**config.mk**
```make
export PLATFORM = sky130hd
export DESIGN_NAME = pulse_delay_bank
export DESIGN_NICKNAME = d
export VERILOG_FILES = /design/src/rtl/pulse_delay_bank.sv
export SDC_FILE = /design/constraint.sdc
export NUM_CORES = 1
export LEC_CHECK = 0
export ABC_AREA = 1
export ABC_CLOCK_PERIOD_IN_PS = 1500
export CAP_MARGIN = 25
export CORE_UTILIZATION = 45
export CTS_CLUSTER_SIZE = 30
export DETAILED_ROUTE_END_ITERATION = 10
export PLACE_DENSITY_LB_ADDON = 0.12
export SETUP_SLACK_MARGIN = 0.02
export SLEW_MARGIN = 0
export SYNTH_ARGS = -nofsm -noshare
export SYNTH_HDL_FRONTEND = slang
export SYNTH_SLANG_ARGS = --single-unit
```
**constraint.sdc**
```tcl
create_clock -name i_clk -period 1.5 [get_ports i_clk]
set_input_delay 0.3 -clock i_clk [delete_from_list [all_inputs] [get_ports i_clk]]
set_output_delay 0.3 -clock i_clk [all_outputs]
set_load 0.01 [all_outputs]
```
**src/rtl/pulse_delay_bank.sv**
```systemverilog
// Multi-channel trigger-to-pulse delay generator. Each channel latches its delay
// and pulse length on a trigger rising edge and emits a delayed registered pulse.

module pdb_lane #(
  parameter int CNT_W   = 8,
  parameter int PULSE_W = 4
) (
  input  logic               i_clk,
  input  logic               i_reset,
  input  logic               i_trig,
  input  logic [CNT_W-1:0]   i_delay,
  input  logic [PULSE_W-1:0] i_pulse_len,
  input  logic               i_retrigger,
  input  logic               i_overrun_clr,
  output logic               o_out_pulse,
  output logic               o_busy,
  output logic               o_overrun
);
  typedef enum logic [1:0] {IDLE, WAIT, PULSE} state_t;

  state_t             r_state;
  logic [CNT_W-1:0]   r_cnt;
  logic [PULSE_W-1:0] r_pcnt;
  logic               r_hist, r_edge, r_eb, r_rt;
  logic [CNT_W-1:0]   r_d;
  logic [PULSE_W-1:0] r_l;
  logic               r_out, r_busy, r_ovr;
  logic               w_edge, w_start, w_drop;
  logic [PULSE_W-1:0] w_len;

  assign w_edge  = i_trig & ~r_hist;
  // Edges are staged one cycle; r_eb remembers whether the channel was busy
  // when the edge arrived, so an edge in the final pulse cycle still counts.
  assign w_start = r_edge & (~r_eb | r_rt);
  assign w_drop  = r_edge & r_eb & ~r_rt;
  assign w_len   = (r_l == '0) ? PULSE_W'(1) : r_l;

  always_ff @(posedge i_clk) begin
    if (i_reset) begin
      r_state <= IDLE;
      r_cnt   <= '0;
      r_pcnt  <= '0;
      r_hist  <= i_trig;
      r_edge  <= 1'b0;
      r_eb    <= 1'b0;
      r_rt    <= 1'b0;
      r_d     <= '0;
      r_l     <= '0;
      r_out   <= 1'b0;
      r_busy  <= 1'b0;
      r_ovr   <= 1'b0;
    end else begin
      r_hist <= i_trig;
      r_edge <= w_edge;
      if (w_edge) begin
        r_d  <= i_delay;
        r_l  <= i_pulse_len;
        r_rt <= i_retrigger;
        r_eb <= (r_state != IDLE);
      end
      if (w_start) begin
        r_pcnt <= w_len;
        r_busy <= 1'b1;
        if (r_d == '0) begin
          r_state <= PULSE;
          r_cnt   <= '0;
          r_out   <= 1'b1;
        end else begin
          r_state <= WAIT;
          r_cnt   <= r_d;
          r_out   <= 1'b0;
        end
      end else begin
        case (r_state)
          WAIT:
            if (r_cnt == CNT_W'(1)) begin
              r_state <= PULSE;
              r_cnt   <= '0;
              r_out   <= 1'b1;
            end else begin
              r_cnt <= r_cnt - 1'b1;
            end
          PULSE:
            if (r_pcnt == PULSE_W'(1)) begin
              r_state <= IDLE;
              r_pcnt  <= '0;
              r_out   <= 1'b0;
              r_busy  <= 1'b0;
            end else begin
              r_pcnt <= r_pcnt - 1'b1;
            end
          default: ;
        endcase
      end
      if (w_drop)             r_ovr <= 1'b1;
      else if (i_overrun_clr) r_ovr <= 1'b0;
    end
  end

  assign o_out_pulse = r_out;
  assign o_busy      = r_busy;
  assign o_overrun   = r_ovr;
endmodule

module pulse_delay_bank #(
  parameter int CHANNELS = 4,
  parameter int CNT_W    = 8,
  parameter int PULSE_W  = 4
) (
  input  logic                        i_clk,
  input  logic                        i_reset,
  input  logic [CHANNELS-1:0]         i_trig,
  input  logic [CHANNELS*CNT_W-1:0]   i_delay,
  input  logic [CHANNELS*PULSE_W-1:0] i_pulse_len,
  input  logic [CHANNELS-1:0]         i_retrigger,
  input  logic                        i_overrun_clr,
  output logic [CHANNELS-1:0]         o_out_pulse,
  output logic [CHANNELS-1:0]         o_busy,
  output logic [CHANNELS-1:0]         o_overrun
);
  for (genvar g = 0; g < CHANNELS; g++) begin : g_lane
    pdb_lane #(.CNT_W(CNT_W), .PULSE_W(PULSE_W)) u_lane (
      .i_clk        (i_clk),
      .i_reset      (i_reset),
      .i_trig       (i_trig[g]),
      .i_delay      (i_delay[g*CNT_W +: CNT_W]),
      .i_pulse_len  (i_pulse_len[g*PULSE_W +: PULSE_W]),
      .i_retrigger  (i_retrigger[g]),
      .i_overrun_clr(i_overrun_clr),
      .o_out_pulse  (o_out_pulse[g]),
      .o_busy       (o_busy[g]),
      .o_overrun    (o_overrun[g])
    );
  end
endmodule

```
# == Word-level counts from Yosys, hierarchy flattened ==
# Index checks and enable logic that the tools add are counted.
# W data, S select, Z words.
# word_totals
out_inout_bits,12
in_bits,59
register_bits,132
# classes
muxes,85
n_eq_ne,24
n_addsub,8
n_reduce_logical,40
bitwise,32
# op_table
operator,count
$mux W8,16
$mux W4,16
$reduce_bool A2 Y1,20
$eq A8 B1 Y1 const B,4
$logic_not A8 Y1,4
$mux W2,16
$sub A8 B1 Y8 const B,4
$mux W1,29
$ne A3 B1 Y1 const B,8
$and A1 B1 Y1,16
$eq A4 B1 Y1 const B,4
$logic_not A4 Y1,4
$pmux W2 S2,4
$sub A4 B1 Y4 const B,4
$not A1 Y1,12
$reduce_and A3 Y1,4
$reduce_bool A3 Y1,4
$eq A2 B1 Y1 const B,4
$eq A2 B2 Y1 const B,4
$pmux W1 S2,4
$reduce_and A2 Y1,4
$or A1 B1 Y1,4

# == Depth between registers and ports, before layout ==
# Gate-level depths: netlist of the first run.
# logic_depth
word_depth,5
mapped_depth,10

# == By module ==
# Synthesis of the first run repeated with hierarchy kept, for this count alone.
# unflattened
cells_unflattened,944
area_unflattened_um2,6436.2
# by_module_without_submodules
module,area_each_um2,instances,seq_area_each_um2,cells_each
pdb_lane,1609.0,4,640.6,236

# == Worst setup path before layout of the first run ==
# No wires, ideal clock.
# synth_path
path_kind,reg2reg
start,register g_lane[0].u_lane.r_cnt[1]
end,register g_lane[0].u_lane.r_state[1]
arrival_time_ns,1.087
synth_period_minus_slack_ns,1.198
setup_ns,0.111
stages_incl_launch_ff,9
required_time_ns,1.389
path_slack_ns,0.302
cell_sequence,dfxtp_1 inv_1 ha_1 nand3_1 nor2_2 nor2_4 nor2_2 and2_1 nor2_1
# synth_between
elab_chain_len,3
# synth_lines
element,line_no,source
start: declaration,22,logic [CNT_W-1:0] r_cnt;
start signal: assignment,70,r_cnt <= r_d;
start signal: assignment,81,r_cnt <= r_cnt - 1'b1;
$eq A8 B1 Y1,76,if (r_cnt == CNT_W'(1)) begin
$ne A3 B1 Y1 (no source line),--,
$reduce_and A3 Y1 (no source line),--,
end signal: assignment,69,r_state <= WAIT;
end signal: assignment,77,r_state <= PULSE;
end signal: assignment,85,r_state <= IDLE;
end: declaration,21,state_t r_state;
# Every way passes these cells.
# A chain may end at the register's enable or synchronous reset.

# == Final worst setup path of the first run ==
# layout_path
start,register g_lane[2].u_lane.r_ovr
end,output port o_overrun[2]
# layout_lines
element,line_no,source
start: declaration,27,"logic r_out, r_busy, r_ovr;"
start signal: assignment,51,r_ovr <= 1'b0;
start signal: assignment,95,if (w_drop) r_ovr <= 1'b1;
start signal: assignment,96,else if (i_overrun_clr) r_ovr <= 1'b0;
end: declaration,119,output logic [CHANNELS-1:0] o_overrun
# No word-level cell between the ends.

==> results of run 1 <==
[state kept, by name (all words and copies together), names as in the netlist]
name / flops
g_lane.u_lane.o_busy: 4
g_lane.u_lane.o_out_pulse: 2
g_lane.u_lane.o_overrun: 4
g_lane.u_lane.r_cnt: 32
g_lane.u_lane.r_d: 32
g_lane.u_lane.r_eb: 4
g_lane.u_lane.r_edge: 4
g_lane.u_lane.r_hist: 4
g_lane.u_lane.r_l: 16
g_lane.u_lane.r_pcnt: 16
g_lane.u_lane.r_rt: 4
g_lane.u_lane.r_state: 6
[stage by stage]
| step | hold WS, ns | TNS, ns | std cells |
|---|---|---|---|
| 5_1_grt | 0.349 | 0 | 1180 |
| 2_1_floorplan | 0.328 | 0 | 920 |
| 4_1_cts | 0.338 | 0 | 1180 |
| 3_5_place_dp | 0.463 | -2.19 | 1148 |
| 3_3_place_gp | 0.455 | -1.56 | 1148 |
| 6_report | 0.355 | 0 | 1180 |
[kinds of logic after synthesis]
family                   after synthesis  synth area share [%]
buffers and inverters                179                  11.7
AO/OA/AOI/OAI                        194                  15.9
AND/OR/NAND/NOR                      376                  25.3
adder cells (fa/ha/maj)               28                  5.43
flip-flops                           128                  39.7
XOR/XNOR                              15                  2.04
[repair_timing]
item | in CTS | in global routing
pin swaps | 0 | 0
resized for setup | 12 | 4
hold buffers | 0 | 0
cloned | 0 | 0
setup endpoints to repair | 12 | 4
[metal layers]
| metal | wire (um) | vias to the layer above |
|---|---|---|
| li1 | - | 3073 |
| met3 | 501 | 14 |
| met1 | 7210 | 2524 |
| met5 | 0 | - |
| met2 | 6360 | 85 |
| met4 | 150 | 0 |
[final cells by class]
type	count	area share [%]
inverter	142	6.81
clock inverter	11	1.76
clock buffer	21	5.72
timing repair buffer	85	10.4
tap	180	2.86
sequential	128	32.5
multi-input combinational	613	39.9
[synth_stat cells (all sizes together)]
cell	n	share of area, %
dfxtp	128	40
nand4	3	0.29
ha	28	5.4
and2	2	0.19
inv	141	8.2
nor2	137	8.7
o22ai	22	2.1
clkinv	1	0.058
nand2	174	11
clkbuf	17	0.99
a31oi	20	1.9
buf	20	2.4
nor3	4	0.31
xor2	15	2.0
o21ai	79	6.1
a21oi	73	5.7
nand3	56	4.5
[cell usage in the layout (no fill, tap or decap), drive strengths merged]
cell           Yosys  final
clkinv             1      7
a31oi             20     20
a21oi             73     73
inv              141    140
nand3             56     56
clkbuf            17     21
and2               2      2
xor2              15     15
dlygate4sd2        0     12
bufinv             0      3
nand2            174    174
buf               20     16
clkinvlp           0      3
ha                28     28
nand4              3      3
dfxtp            128    128
o22ai             22     22
o21ai             79     79
clkdlybuf4s50      0     57
nor2             137    137
nor3               4      4
[report_power, final]
part / switching (mW) / internal (mW)
combinational: 2.68 / 1.77
sequential: 0.399 / 3.97
clock: 1.48 / 2.64
[final timing paths]
check	slack, ns	startpoint	depth (start not counted)	end
worst max-delay path	0.11	g_lane[2].u_lane.o_overrun$_SDFFE_PP0P_	1	o_overrun[2]
worst min-delay path	0.35	i_reset	3	g_lane[3].u_lane.r_edge$_SDFF_PP0_
worst max register to register	0.14	g_lane[2].u_lane.r_cnt[1]$_SDFFE_PP0P_	8	g_lane[2].u_lane.r_state[1]$_SDFFE_PP0P_
worst min register to register	0.47	g_lane[0].u_lane.r_rt$_SDFFE_PP0P_	2	g_lane[0].u_lane.r_rt$_SDFFE_PP0P_
==> flow_summary.toml, run 1 <==
[timing]
max_slew_margin_pct = 62.0
period_needed_ns = 1.39
slew_viol_final = 0
finalSetupViolations = 0
hold_violations = 0
rsz0062_at_grt = "false"
worst_pin_slew_ns = 0.569
worst_slack_ns = 0.111
timing.final.crit_share_pct = 92.6
fmax_mhz = 720
clock_skew_ns = 0.00576

[clock_network]
cts_tree = "yes"
worstSkewPairLatency_ns = 0.42
h-tree-depth = 4
post-cts-setup-buffers = 0
cts_root_buf = "clkbuf_16"
cts.path.max_buffers = 2
cts_buffers = 17
path_clk_slew_ns = 0.06
clkSinkCount = 128

[grt]
grt_pass1_wl_mm = 24.8
grtUsageMet1_pct = 28.6
first_global_vias = 5350
use_met2_pct = 33.1
antenna_found_initial = 0
grt_max_degree = 38
track_usage_pct = 21.2
busiest_layer = "met2"
overflow = 0
grt_use_met3_pct = 4.82

[floorplanning]
pin_count = 71
rows = 43
initial_utilization_pct = 46.3
core-area_um2 = 13900
die_w_um = 122
die_area_um2 = 14800
die_height_um = 122

[worst_setup_path]
worstPathMaxFanout = 2
path_buf_inv = 1
worstPathRequired_ns = 1.20
startpoint_type = "flip-flop"
critical_path_arrival_ns = 1.09
path_delay_family = "flip-flops"
worstSetupEndpointType = "primary output"
crit_chain = "dlygate4sd2_1"
worstSetupPathType = "reg -> out"
max_stage_delay_ns = 0.38
cpMaxStageDelayCell = "dfxtp_1"

[logic_synthesis]
ys_seq_area_share_pct = 39.7
synth_cell_types = 27
synth_seq_cells = 128
yosys_warnings = 0
netlist_area_um2 = 6450
syn_nets = 1007
syn_inst = 920
synth.avg_cell_area_um2 = 7.01

[drt]
wl_per_cell_um = 12.1
viasPerCell = 4.83
drt-total-wl_mm = 14.2
via_count = 5696
firstDrtPassIters = 4
drt_iter0_drc = 287
ant_nets = 0
drc = 0

[cells_and_area]
postLayoutCoreUtil_pct = 56.5
area_growth_pct = 22.1
seq_area_um2 = 2560
fill_cells = 1385
layout.nets = 1074
postLayoutCellArea_um2 = 7880
n_antenna_cell = 0
multiInputGateArea_um2 = 3150
drive_gt1_share_pct = 8.30

[power_and_ir_drop]
p_per_area_nw_per_um2 = 1640
power_mw = 12.9
power_leakage_nw = 3.36
ir_drop_mv = 0.923

[place]
placed_area_um2 = 7290
io_buffers = 70
place_ws_ns = -0.163
dp_hpwl_mm = 10.4
gp_congestion = 0.824

[status]
status = "finished, final reports clean"

[flow_run]
cap_viol_max_count = 0

[worst_hold_path]
hp-class = "in -> reg"
Note: power is estimated with default switching activity, not from simulation.
==> run 2: changes to the inputs <==
--- a/config.mk
+++ b/config.mk
@@ -9,8 +9,9 @@
 export ABC_CLOCK_PERIOD_IN_PS = 1500
 export CAP_MARGIN = 25
 export CORE_UTILIZATION = 45
-export CTS_CLUSTER_SIZE = 30
+export CTS_CLUSTER_SIZE = 14
 export DETAILED_ROUTE_END_ITERATION = 10
+export GPL_ROUTABILITY_DRIVEN = 0
 export PLACE_DENSITY_LB_ADDON = 0.12
 export SETUP_SLACK_MARGIN = 0.02
 export SLEW_MARGIN = 0
==> results of run 2 <==
No change in the layout: final DEF, timing and power equal those of run 1.
